$ cat config.mk
export PLATFORM = sky130hd
export DESIGN_NAME = mac_seq_ctrl
export DESIGN_NICKNAME = d
export VERILOG_FILES = /design/src/rtl/mac_pkg.sv /design/src/rtl/mac_lat_timer.sv /design/src/rtl/mac_seq_ctrl.sv
export SDC_FILE = /design/constraint.sdc
export NUM_CORES = 1
export LEC_CHECK = 0
export ABC_AREA = 1
export CORE_UTILIZATION = 45
export CTS_CLUSTER_SIZE = 40
export DETAILED_ROUTE_END_ITERATION = 16
export MAX_ROUTING_LAYER = met4
export PLACE_DENSITY = 0.71
export SYNTH_ARGS = -nofsm -noshare
export SYNTH_HDL_FRONTEND = slang
export SYNTH_SLANG_ARGS = --single-unit
$ cat constraint.sdc
create_clock -name clk -period 2.8 [get_ports clk]
set_clock_uncertainty 0.2 [all_clocks]
set_input_delay 0.56 -clock clk [delete_from_list [all_inputs] [get_ports clk]]
set_output_delay 0.56 -clock clk [all_outputs]
set_load 0.05 [all_outputs]
$ cat src/rtl/mac_pkg.sv
// Shared constants for the FP MAC sequencer, datapath and status registers.
package mac_pkg;

    // Element precision encodings.
    localparam logic OP_HALF   = 1'b0;
    localparam logic OP_SINGLE = 1'b1;

    // Sequencer states.
    localparam int unsigned ST_W    = 2;
    localparam logic [1:0]  ST_IDLE = 2'd0;
    localparam logic [1:0]  ST_RUN  = 2'd1;
    localparam logic [1:0]  ST_HOLD = 2'd2;

    // Sticky error bit positions.
    localparam int unsigned ERR_W       = 3;
    localparam int unsigned ERR_ORPHAN  = 0;
    localparam int unsigned ERR_RESTART = 1;
    localparam int unsigned ERR_OPMIS   = 2;

endpackage

$ cat src/rtl/mac_lat_timer.sv
// Datapath trip timer: counts cycles since issue, with the issue cycle itself as 0.
module mac_lat_timer #(
    parameter int unsigned LAT = 4,
    parameter int unsigned TW  = $clog2(LAT + 1)
) (
    input  logic          clk,
    input  logic          rst_n,
    input  logic          load_i,
    input  logic          en_i,
    output logic [TW-1:0] cnt_o,
    output logic          done_o
);

    logic [TW-1:0] cnt_q;
    logic [TW-1:0] cnt_d;

    // Next count: restart at issue, otherwise advance and park at LAT.
    always_comb begin
        cnt_d = cnt_q;
        if (load_i) begin
            cnt_d = TW'(1);
        end else if (en_i && (cnt_q != TW'(LAT))) begin
            cnt_d = cnt_q + TW'(1);
        end
    end

    // Count register.
    always_ff @(posedge clk or negedge rst_n) begin
        if (!rst_n) begin
            cnt_q <= '0;
        end else begin
            cnt_q <= cnt_d;
        end
    end

    assign cnt_o  = cnt_q;
    assign done_o = en_i && (cnt_q == TW'(LAT - 1));

endmodule

$ cat src/rtl/mac_seq_ctrl.sv
// FP MAC sequencer: issues one chain element at a time, times its trip through the
// datapath, steers accumulator feedback and presents chain results on valid/ready.
module mac_seq_ctrl
    import mac_pkg::*;
#(
    parameter int unsigned LAT   = 4,
    parameter int unsigned CNT_W = 16
) (
    input  logic             clk,
    input  logic             rst_n,
    input  logic             in_valid,
    output logic             in_ready,
    input  logic             in_op,
    input  logic             in_first,
    input  logic             in_last,
    output logic             dp_issue,
    output logic             dp_op,
    output logic             dp_acc_zero,
    output logic             dp_acc_we,
    output logic             out_valid,
    input  logic             out_ready,
    output logic             out_op,
    output logic [CNT_W-1:0] chain_cnt,
    output logic [ERR_W-1:0] err,
    input  logic             err_clr,
    output logic             busy
);

    localparam int unsigned TW = $clog2(LAT + 1);

    logic [ST_W-1:0]  state_q, state_d;
    logic             in_ready_q;
    logic             out_valid_q;
    logic             chain_open_q, chain_open_d;
    logic             chain_op_q, chain_op_d;
    logic [CNT_W-1:0] chain_cnt_q, chain_cnt_d;
    logic [ERR_W-1:0] err_q, err_d;
    logic             last_q, last_d;

    logic             issue_c;
    logic             new_chain_c;
    logic             acc_we_c;
    logic [TW-1:0]    timer_cnt;
    logic             timer_done;

    assign issue_c = in_valid && in_ready_q;

    mac_lat_timer #(
        .LAT (LAT),
        .TW  (TW)
    ) u_timer (
        .clk    (clk),
        .rst_n  (rst_n),
        .load_i (issue_c),
        .en_i   (state_q == ST_RUN),
        .cnt_o  (timer_cnt),
        .done_o (timer_done)
    );

    // Next-state, chain bookkeeping and error detection.
    always_comb begin
        state_d      = state_q;
        chain_open_d = chain_open_q;
        chain_op_d   = chain_op_q;
        chain_cnt_d  = chain_cnt_q;
        last_d       = last_q;
        err_d        = err_clr ? '0 : err_q;
        new_chain_c  = 1'b0;
        acc_we_c     = 1'b0;
        case (state_q)
            ST_IDLE: begin
                if (issue_c) begin
                    state_d = ST_RUN;
                    last_d  = in_last;
                    if (in_first || !chain_open_q) begin
                        new_chain_c  = 1'b1;
                        chain_op_d   = in_op;
                        chain_cnt_d  = CNT_W'(1);
                        chain_open_d = 1'b1;
                        if (!in_first) begin
                            err_d[ERR_ORPHAN] = 1'b1;
                        end else if (chain_open_q) begin
                            err_d[ERR_RESTART] = 1'b1;
                        end
                    end else begin
                        if (chain_cnt_q != '1) begin
                            chain_cnt_d = chain_cnt_q + CNT_W'(1);
                        end
                        if (in_op != chain_op_q) begin
                            err_d[ERR_OPMIS] = 1'b1;
                        end
                    end
                end
            end
            ST_RUN: begin
                if (timer_done) begin
                    acc_we_c = 1'b1;
                    if (last_q) begin
                        chain_open_d = 1'b0;
                        state_d      = ST_HOLD;
                    end
                end else if (timer_cnt == TW'(LAT)) begin
                    // One settle cycle so feedback is stable before the next accept.
                    state_d = ST_IDLE;
                end
            end
            ST_HOLD: begin
                if (out_ready) begin
                    state_d = ST_IDLE;
                end
            end
            default: begin
                state_d = ST_IDLE;
            end
        endcase
    end

    // State and status registers; handshake outputs are registered from next state.
    always_ff @(posedge clk or negedge rst_n) begin
        if (!rst_n) begin
            state_q      <= ST_IDLE;
            in_ready_q   <= 1'b0;
            out_valid_q  <= 1'b0;
            chain_open_q <= 1'b0;
            chain_op_q   <= OP_HALF;
            chain_cnt_q  <= '0;
            err_q        <= '0;
            last_q       <= 1'b0;
        end else begin
            state_q      <= state_d;
            in_ready_q   <= (state_d == ST_IDLE);
            out_valid_q  <= (state_d == ST_HOLD);
            chain_open_q <= chain_open_d;
            chain_op_q   <= chain_op_d;
            chain_cnt_q  <= chain_cnt_d;
            err_q        <= err_d;
            last_q       <= last_d;
        end
    end

    assign in_ready    = in_ready_q;
    assign dp_issue    = issue_c;
    assign dp_acc_zero = new_chain_c;
    assign dp_op       = new_chain_c ? in_op : chain_op_q;
    assign dp_acc_we   = acc_we_c;
    assign out_valid   = out_valid_q;
    assign out_op      = chain_op_q;
    assign chain_cnt   = chain_cnt_q;
    assign err         = err_q;
    assign busy        = (state_q != ST_IDLE);

endmodule

==> reports/results.tsv, run 1 <==
stage	metric	value	unit
outcome	status	complete, no violations	
worst_setup_path	worstSetupStartpointType	input port	
sta	finalMaxSlewViolations	0	
sta	clock.fmax	386	MHz
global_route	busiest_layer	met2	
routing	viasPerCell	4.77	
global_route	grt_max_degree	30	
worst_setup_path	required	2.04	ns
pwr	p_leak	1.01	nW
sta	setup_viol	0	
worst_setup_path	path_common_cell	nand2_1	
worst_setup_path	path_cells	clkdlybuf4s50_1 -> inv_2 -> nand2_2 -> inv_1 -> nor2_4 -> nand2_1 -> nand2_1 -> buf_12	
global_route	use_met2	0.319	
pwr	p_total	1.81	mW
sta	hold_viol_final	0	
sta	fin_crit_sh	0.926	
clocking	numCtsBuffers	5	
pwr	clock_power_share	0.184	
finish	layout.nets	272	
sta	worst_slew_margin_rel	0.547	
finish	diodes	0	
sta	worst_pin_slew	0.679	ns
die	fp-row-count	22	
worst_setup_path	cp_slowest_cell	clkdlybuf4s50_1	
placement	dpl.cell_count	301	
routing	drcViolationCount	0	
pwr	switchingPower	0.819	mW
die	die_x	64.1	µm
pwr	p_sw_frac	0.453	
die	io_pins	35	
placement	io_buffer_count	34	
finish	syn2layout_area_growth	29.6	%
synthesis	syn_area	1740	µm²
die	fp.coreArea	3690	µm²
global_route	use_met1	0.266	
finish	drive_gt1_frac	0.176	
routing	drtIter0Drc	99	
pwr	irDropWorstVdd	0.617	mV
global_route	grt_usage	0.213	
pwr	pwr-share-seq	0.328	
synthesis	yosys.area.top_type	dfrtp_1	
clocking	cts_max_level	2	
synthesis	yosysUniqueCellTypes	26	
routing	drt-total-wl	3.68	mm
synthesis	syn-mean-instance-area	7.92	µm²
routing	wl_per_cell	11.9	µm
clocking	cts.clk_slew.worst_paths	0.07	ns
synthesis	synth_warnings	0	
pwr	power.density	804	nW/µm²
sta	rsz0062_at_grt	false	
worst_setup_path	cp.arrival	1.83	ns
synthesis	syn_inst	219	
synthesis	synth.area.top_cells	dfrtp_1 42%, nand2_1 16%, nor2_1 4.5%	
global_route	globalRouteOverflowTotal	0	
sta	fin_setup_tns	0	ns
routing	drtAntennaViolNets	0	
clocking	cts_tree	done	
clocking	clkSinkCount	29	
global_route	grt_antenna_before_repair	0	
die	initial_utilization	0.470	
finish	stdcell_count	309	
die	die_y	64.1	µm
global_route	grt_pass1_vias	1409	
worst_setup_path	worstSetupPathType	input port to output port	
worst_setup_path	crit_fanout	6	
pwr	p_comb_frac	0.488	
clocking	clockBufferDepth	2	
sta	fin_crit	2.59	ns
clocking	insertion_delay	0.29	ns
synthesis	syn_nets	231	
worst_setup_path	crit_path_end_kind	output port	
die	dieArea	4110	µm²
synthesis	synth_seq_cells	29	
sta	hold_slack	0.289	ns
pwr	p_int	0.990	mW
worst_setup_path	max_stage_delay	0.51	ns
clocking	clk_root_buffer_cell	clkbuf_8	
routing	dr.pass1.iters	4	
placement	gp_congestion	0.907	
min_path	hp-class	register to register	
run	max-cap-violations	0	
synthesis	synth_top_area_frac	0.418	
sta	worst_slack	0.207	ns
placement	dpl.hpwl	2.73	mm
placement	dp_slack	0.208	ns
clocking	cts_setup_buffers	0	
global_route	use_met3	0.0589	
synthesis	synth.yosys.seq_area_share	0.418	
global_route	grt_first_pass_wirelength	6.40	mm
routing	vias	1475	
==> worst paths after layout <==
check | from | endpoint | slack, ns | cells after the start
max in group asynchronous | rst_n | chain_cnt[7]$_DFFE_PN0P_ | 1.66 | 2
worst min-delay path | err[0]$_DFF_PN0_ | err[0]$_DFF_PN0_ | 0.29 | 2
worst min register to register | err[0]$_DFF_PN0_ | err[0]$_DFF_PN0_ | 0.29 | 2
worst max-delay path | in_first | dp_op | 0.21 | 8
worst max register to register | chain_cnt[0]$_DFFE_PN0P_ | chain_cnt[3]$_DFFE_PN0P_ | 0.77 | 8
min in group asynchronous | rst_n | chain_cnt[6]$_DFFE_PN0P_ | 0.46 | 2
==> per-stage QoR <==
| step | area [µm²] | util |
|---|---|---|
| after floorplan | 1740 | - |
| after global placement | 2160 | 0.587 |
| after detailed placement | 2160 | 0.587 |
| after CTS | 2250 | 0.609 |
| after global routing | 2250 | 0.610 |
| final | 2250 | 0.610 |
==> power by group through the flow <==
stage                     clock [mW]  combinational (mW)  sequential [mW]
after floorplan                    0               0.452            0.762
after global placement             0               0.884            0.599
after detailed placement           0               0.891            0.601
after CTS                      0.343               0.893            0.593
after global routing           0.364               0.955            0.605
final                          0.333               0.883            0.593
==> cells in the mapped netlist <==
cell type,count
dfrtp_1,29
buf_2,1
o21ai_2,8
nor2_1,21
nor2_2,3
nand3_4,1
nand2_2,3
o31ai_1,1
o21ai_0,12
nand2_1,73
nand4_1,4
nor2_4,3
nand2_4,1
buf_6,3
inv_1,19
mux2_2,1
a21oi_1,3
o21bai_4,1
o22ai_1,1
nand3_2,7
o21bai_1,1
nand3_1,12
ha_1,4
inv_2,3
nand3b_1,1
xor2_1,3
==> kinds of logic after synthesis <==
family,Yosys count,share of synthesized area
adders and majority gates,4,0.0288
xor gates and xnor gates,3,0.0151
buffers and inverters,26,0.0699
and+or+nand+nor,129,0.355
AOI/OAI and AO/OA,27,0.107
muxes,1,0.00649
DFF,29,0.418
==> sequential cells by signal, indices dropped and copies added (netlist names) <==
signal         count
state_q            2
chain_cnt         16
out_valid          1
out_op             1
u_timer.cnt_o      3
last_q             1
err                3
in_ready           1
chain_open_q       1
==> worst max-delay path: cells and delay by family <==
kind          cells  cell delay [ns]
simple gates      4             0.44
buf+inv           4             0.83
==> routing by layer <==
metal  routed length (µm)  share of wire
met1                 1790           0.49
met2                 1640           0.45
met3                  140          0.038
met4                  104          0.028
met5                    0              0
==> repair_timing <==
item | CTS | global route
gates resized for setup | 0 | 1
hold buffers | 0 | 0
endpoints found under the hold margin | 0 | 0
setup endpoints to repair | 0 | 1
==> layout by cell type (no fill, tap or decap), types with 3 or more instances in the layout <==
master,synthesis,routed
nor2_2,3,3
buf_4,0,4
nor2_4,3,4
inv_1,19,19
xor2_1,3,3
nand2_1,73,73
nor2_1,21,20
nand4_1,4,4
o21ai_0,12,12
dfrtp_1,29,29
a21oi_1,3,3
o21ai_2,8,8
inv_2,3,3
clkdlybuf4s50_1,0,30
nand3_1,12,12
clkbuf_8,0,5
nand2_2,3,3
nand3_2,7,7
buf_12,0,3
ha_1,4,4
==> layout make-up <==
cell class	count	area (µm²)
well taps	48	60.1
fillers	358	1440
multi-input cells	164	896
clock inverters	2	10.0
repair buffers	38	403
flip-flops and latches	29	726
inverters	22	82.6
clock buffers	6	72.6
(Power assumes the default switching activity.)
==> run 2, diff against run 1 <==
--- a/config.mk
+++ b/config.mk
@@ -7,10 +7,12 @@
 export LEC_CHECK = 0
 export ABC_AREA = 1
 export CORE_UTILIZATION = 45
+export CTS_CLUSTER_DIAMETER = 150
 export CTS_CLUSTER_SIZE = 40
 export DETAILED_ROUTE_END_ITERATION = 16
 export MAX_ROUTING_LAYER = met4
-export PLACE_DENSITY = 0.71
+export PLACE_DENSITY = 0.72
 export SYNTH_ARGS = -nofsm -noshare
 export SYNTH_HDL_FRONTEND = slang
+export SYNTH_HIERARCHICAL = 1
 export SYNTH_SLANG_ARGS = --single-unit
==> run 2 against run 1 <==
Compared with the run above:
- core utilization rose by 4.1 points
- flip-flop and latch count did not move
- final cell count rose by 2.6%
- critical endpoint unchanged
- largest power group unchanged
==> reports/results.tsv, run 2 <==
stage	metric	value	unit	change
pwr	power.density	811	nW/µm²	+0.85%
pwr	p_leak	1.05	nW	+4.2%
sta	fin_setup_tns	0	ns	unchanged
worst_setup_path	worstSetupStartpointType	input port		
synthesis	synth.area.top_cells	dfrtp_1 43%, nand2_1 16%, inv_1 6.5%		
finish	final_common_cell	nand2_1		
clocking	cts_tree	done		
synthesis	synth.yosys.seq_area_share	0.433		+0.0147
synthesis	yosys-top-cells-count	71 x nand2_1, 29 x dfrtp_1, 29 x inv_1		
finish	syn2layout_area_growth	33.7	%	
synthesis	yosys.area.top_type	dfrtp_1		
worst_setup_path	crit_fanout	4		-2
clocking	cts.repair.resized	0		unchanged
global_route	grt_first_pass_wirelength	6.62	mm	+3.6%
routing	drt-total-wl	3.71	mm	+0.95%
clocking	clk_root_buffer_cell	clkbuf_8		
worst_setup_path	crit_start	in_valid		
sta	worst_slew_margin_rel	0.655		+0.108
sta	finalMaxSlewViolations	0		unchanged
synthesis	synth.most_common_cell	nand2_1		
synthesis	synth_top_flop_cell	dfrtp_1		
synthesis	synth-async-reset-ratio	1.00		unchanged
min_path	min_from	err[2]$_DFF_PN0_		
die	die_y	63.0	µm	-1.7%
worst_setup_path	path_cells	clkdlybuf4s50_1 -> nand2_1 -> clkinvlp_4 -> nand2_1 -> nor2_4 -> nand2_1 -> nand2_1 -> buf_12		
placement	dpl.hpwl	2.80	mm	+2.6%
routing	drtAntennaViolNets	0		unchanged
synthesis	synth_warnings	6		+6
sta	fin_crit_sh	0.938		+0.0115
global_route	grt_antenna_before_repair	0		unchanged
synthesis	syn_inst	226		+3.2%
synthesis	yosysUniqueCellTypes	24		-7.7%
sta	worst_pin_slew	0.516	ns	-0.162 ns
global_route	grt_max_degree	30		unchanged
placement	io_buffer_count	34		unchanged
global_route	globalRouteOverflowTotal	0		unchanged
synthesis	synth_seq_cells	29		unchanged
finish	diodes	0		unchanged
sta	clock.fmax	381	MHz	-1.2%
worst_setup_path	max_stage_delay	0.46	ns	-0.05 ns
synthesis	syn_area	1680	µm²	-3.4%
synthesis	syn_nets	238		+3.0%
clocking	cts.clk_slew.worst_paths	0.06	ns	about the same
outcome	status	complete, no violations		
die	die_x	63.0	µm	-1.7%
routing	viasPerCell	4.89		+2.4%
routing	vias	1550		+5.1%
worst_setup_path	path_common_cell	nand2_1		
synthesis	synth_top_area_frac	0.433		+0.0147
worst_setup_path	crit_path_end_kind	output port		
clocking	clkSinkCount	29		unchanged
routing	wl_per_cell	11.7	µm	-1.6%
finish	drive_gt1_frac	0.118		-0.0582
routing	drcViolationCount	0		unchanged
worst_setup_path	timing.rr.start	chain_cnt[0]$_DFFE_PN0P_		
worst_setup_path	cp_slowest_cell	clkdlybuf4s50_1		
sta	rsz0062_at_grt	false		
placement	gp_congestion	0.922		+1.6%
clocking	clockBufferDepth	2		unchanged
synthesis	synth_edf_count	0		unchanged
clocking	insertion_delay	0.29	ns	about the same
worst_setup_path	worstSetupPathType	input port to output port		
clocking	hold_buffers	0		unchanged
die	initial_utilization	0.487		+0.0166
global_route	grt_usage	0.227		+0.0147
sta	fin_crit	2.63	ns	+0.0323 ns
clocking	cts_setup_buffers	0		unchanged
sta	hold_viol_final	0		unchanged
min_path	hp-class	register to register		
clocking	cts_max_level	2		unchanged
finish	layout_common_cells	71 x nand2_1, 30 x clkdlybuf4s50_1, 29 x dfrtp_1, 28 x inv_1, 21 x o21ai_0		
die	fp.coreArea	3440	µm²	-6.7%
global_route	grt_pass1_vias	1479		+5.0%
die	fp-row-count	21		-4.5%
worst_setup_path	cp.arrival	1.87	ns	+0.04 ns
routing	drtIter0Drc	75		-24%
finish	layout.nets	282		+3.7%
synthesis	syn-mean-instance-area	7.42	µm²	-6.4%
die	io_pins	35		unchanged
die	dieArea	3970	µm²	-3.3%
pwr	irDropWorstVdd	0.735	mV	+19%
run	max-cap-violations	0		unchanged
finish	largest_reg_flops	16		unchanged
sta	setup_viol	0		unchanged
routing	dr.pass1.iters	4		unchanged
clocking	numCtsBuffers	5		unchanged
sta	hold_slack	0.293	ns	+0.00359 ns
worst_setup_path	required	2.04	ns	about the same
run 2: cell families (layout without fill, tap and decap cells):
logic type / Yosys count / count (layout) / share of synthesized area
fa+ha+maj: 4 / 4 / 0.0299
buf+inv: 35 / 80 / 0.0955
simple gates: 125 / 125 / 0.320
xor+xnor: 6 / 6 / 0.0313
flops: 29 / 29 / 0.433
compound gates: 27 / 27 / 0.0903
run 2: final timing paths:
path                            depth (start not counted)                  endpoint  slack, ns
min in group asynchronous                               2          err[0]$_DFF_PN0_       0.46
worst max register to register                          8  chain_cnt[8]$_DFFE_PN0P_       0.89
worst min-delay path                                    2          err[2]$_DFF_PN0_       0.29
max in group asynchronous                               2  chain_cnt[6]$_DFFE_PN0P_       1.67
worst max-delay path                                    8                     dp_op       0.17
worst min register to register                          2          err[2]$_DFF_PN0_       0.29
run 2: where the power goes:
| part | total (mW) | internal (mW) | switching [mW] |
|---|---|---|---|
| sequential | 0.587 | 0.508 | 0.0789 |
| combinational | 0.850 | 0.320 | 0.530 |
| clock | 0.382 | 0.222 | 0.160 |
run 2: layout make-up:
| class | count | area (µm²) |
|---|---|---|
| fill | 289 | 1200 |
| tap | 46 | 57.6 |
| clock buffer | 7 | 96.3 |
| multi-input combinational | 162 | 798 |
| sequential | 29 | 726 |
| timing repair buffer | 39 | 418 |
| inverter | 33 | 141 |
| clock inverter | 1 | 5.00 |
run 2: stage by stage:
stage	setup slack [ns]	instances	cell area [µm²]	power (mW)	utilization
floorplan	0.0313	226	1690	1.15	-
global placement	0.214	309	2140	1.43	0.622
detailed placement	0.179	309	2140	1.45	0.622
CTS	0.169	317	2240	1.84	0.651
global route	0.0764	317	2240	1.93	0.651
finish	0.175	317	2240	1.82	0.651
run 2: critical path: cells and delay by family:
kind / cells / cell delay (ns)
buffers and inverters: 3 / 0.73
and+or+nand+nor: 5 / 0.56
run 2: per-layer routing:
metal  part of all wire  vias up  GRT usage
li1                   -      808          -
met1               0.48      708      0.286
met2               0.46       27      0.347
met3              0.038        7     0.0493
met4              0.019        0      0.108
met5                  0        -          -
==> run 3, diff against run 2 <==
--- a/config.mk
+++ b/config.mk
@@ -10,8 +10,7 @@
 export CTS_CLUSTER_DIAMETER = 150
 export CTS_CLUSTER_SIZE = 40
 export DETAILED_ROUTE_END_ITERATION = 16
-export MAX_ROUTING_LAYER = met4
-export PLACE_DENSITY = 0.72
+export PLACE_DENSITY = 0.84
 export SYNTH_ARGS = -nofsm -noshare
 export SYNTH_HDL_FRONTEND = slang
 export SYNTH_HIERARCHICAL = 1
==> run 3 against run 2 <==
Compared with the run above:
- fmax about the same
- clock power about the same
- die area unchanged
- count of clock-buffer cells in the layout unchanged
- worst hold slack worse by 0.0054 ns
- critical path type unchanged
- critical endpoint unchanged
- critical path depth down 1
- flip-flop and latch count unchanged
- sequential share of layout area unchanged
==> reports/results.tsv, run 3 (synthesized netlist as in run 2, its figures left out) <==
stage	metric	value	unit	change
outcome	status	complete, no violations		
routing	drtAntennaViolNets	0		unchanged
finish	final_common_cell	nand2_1		
sta	fin_crit_sh	0.938		about the same
die	fp-row-count	21		unchanged
die	die_x	63.0	µm	unchanged
sta	setup_viol	0		unchanged
routing	wl_per_cell	12.0	µm	+2.5%
worst_setup_path	crit_buf_inv	4		+1
clocking	cts_tree	done		
clocking	cts_setup_buffers	0		unchanged
sta	clock.fmax	381	MHz	about the same
routing	viasPerCell	5.01		+2.5%
clocking	clkSinkCount	29		unchanged
pwr	irDropWorstVdd	0.708	mV	-3.7%
clocking	cts_max_level	2		unchanged
finish	diodes	0		unchanged
routing	drtIter0Drc	51		-32%
worst_setup_path	r2r_cells	6		-2
global_route	globalRouteOverflowTotal	0		unchanged
clocking	cts.clk_slew.worst_paths	0.06	ns	about the same
placement	gp_congestion	0.922		about the same
global_route	grt_antenna_before_repair	0		unchanged
worst_setup_path	cp_top_family	buffers and inverters		
worst_setup_path	cp.arrival	1.87	ns	about the same
worst_setup_path	required	2.04	ns	about the same
worst_setup_path	path_common_cell	nand2_1		
global_route	grt_usage	0.223		-0.00461
worst_setup_path	cp_slowest_cell	clkdlybuf4s50_1		
clocking	hold_buffers	0		unchanged
worst_setup_path	crit_path_end_kind	output port		
global_route	grt_pass1_vias	1547		+4.6%
die	die_y	63.0	µm	unchanged
sta	fin_crit	2.63	ns	+0.00166 ns
finish	layout.nets	282		unchanged
routing	drt-total-wl	3.80	mm	+2.5%
finish	drive_gt1_frac	0.118		unchanged
clocking	clk_root_buffer_cell	clkbuf_8		
sta	worst_slew_margin_rel	0.652		-0.00225
routing	vias	1588		+2.5%
clocking	clockBufferDepth	2		unchanged
clocking	numCtsBuffers	5		unchanged
finish	syn2layout_area_growth	33.7	%	unchanged
worst_setup_path	crit_fanout	3		-1
worst_setup_path	r2r_slack	0.86	ns	-0.03 ns
min_path	min_from	err[0]$_DFF_PN0_		
global_route	grt_max_degree	30		unchanged
sta	worst_pin_slew	0.520	ns	+0.00337 ns
finish	layout_common_cells	71 x nand2_1, 30 x clkdlybuf4s50_1, 29 x dfrtp_1, 28 x inv_1, 21 x o21ai_0		
die	fp.coreArea	3440	µm²	unchanged
finish	largest_reg_flops	16		unchanged
sta	rsz0062_at_grt	false		
clocking	cts.repair.resized	0		unchanged
worst_setup_path	worstReg2RegEnd	chain_cnt[7]$_DFFE_PN0P_		
run	max-cap-violations	0		unchanged
worst_setup_path	worstSetupStartpointType	input port		
worst_setup_path	worstSetupPathType	input port to output port		
worst_setup_path	path_cells	clkdlybuf4s50_1 -> inv_1 -> nand2_1 -> clkinv_1 -> o21ai_0 -> nand2_1 -> buf_12		
placement	dpl.hpwl	2.84	mm	+1.3%
min_path	hp-class	register to register		
pwr	p_leak	1.05	nW	about the same
routing	dr.pass1.iters	4		unchanged
sta	finalMaxSlewViolations	0		unchanged
die	initial_utilization	0.487		unchanged
worst_setup_path	timing.rr.start	chain_cnt[0]$_DFFE_PN0P_		
placement	io_buffer_count	34		unchanged
routing	drcViolationCount	0		unchanged
placement	dpl.cell_count	309		unchanged
die	dieArea	3970	µm²	unchanged
die	io_pins	35		unchanged
clocking	insertion_delay	0.29	ns	about the same
min_path	hold_depth	2		unchanged
worst_setup_path	max_stage_delay	0.50	ns	+0.04 ns
sta	fin_setup_tns	0	ns	unchanged
global_route	grt_first_pass_wirelength	6.70	mm	+1.1%
sta	hold_viol_final	0		unchanged
min_path	min_to	err[0]$_DFF_PN0_		
finish	stdcell_count	317		unchanged
pwr	power.density	816	nW/µm²	+0.62%
-- run 3: cell counts in the layout (fill, tap and decap cells not counted) --
No cell type changed its count.
-- run 3: power by group --
part	leakage [nW]	internal (mW)	total [mW]	switching, mW
registers	0.385	0.508	0.587	0.0794
logic	0.616	0.323	0.863	0.540
clock network	0.0542	0.222	0.380	0.158
-- run 3: worst min-delay path, cell delays in order (launching register included) --
cell and delay (ns):
dfrtp_1 0.35, nand2_1 0.05, o31ai_1 0.05
-- run 3: worst max path at each step --
stage / startpoint / endpoint / slack [ns] / cells past startpoint
3_3_place_gp: in_first / dp_op / 0.25 / 8
6_report: in_first / dp_op / 0.17 / 7
4_1_cts: in_valid / dp_op / 0.16 / 7
2_1_floorplan: in_ready$_DFF_PN0_ / dp_op / 0.03 / 6
5_1_grt: state_q[1]$_DFF_PN0_ / dp_acc_we / 0.10 / 7
3_5_place_dp: in_valid / dp_op / 0.23 / 8
-- run 3: area by class of cell --
type	count	area, µm²
inverter	33	141
multi-input combinational	162	798
timing repair buffer	39	418
clock buffer	7	96.3
fill	289	1200
sequential	29	726
clock inverter	1	5.00
tap	46	57.6
-- run 3: layer usage --
layer | track usage | wire [µm] | vias to the layer above | share of wire
met5 | 0 | 0 | - | 0
met4 | 0.119 | 90 | 0 | 0.024
met3 | 0.0566 | 155 | 9 | 0.041
met2 | 0.367 | 1870 | 36 | 0.49
met1 | 0.264 | 1690 | 738 | 0.44
li1 | - | - | 805 | -
-- run 3: per-stage QoR --
step / hold slack [ns] / total power [mW] / setup slack (ns) / cell area [µm²] / util
floorplan: 0.0644 / 1.15 / 0.0313 / 1690 / -
global placement: 0.274 / 1.43 / 0.251 / 2140 / 0.622
detailed placement: 0.277 / 1.45 / 0.225 / 2140 / 0.622
CTS: 0.292 / 1.84 / 0.165 / 2240 / 0.651
global route: 0.330 / 1.94 / 0.104 / 2240 / 0.651
finish: 0.287 / 1.83 / 0.173 / 2240 / 0.651
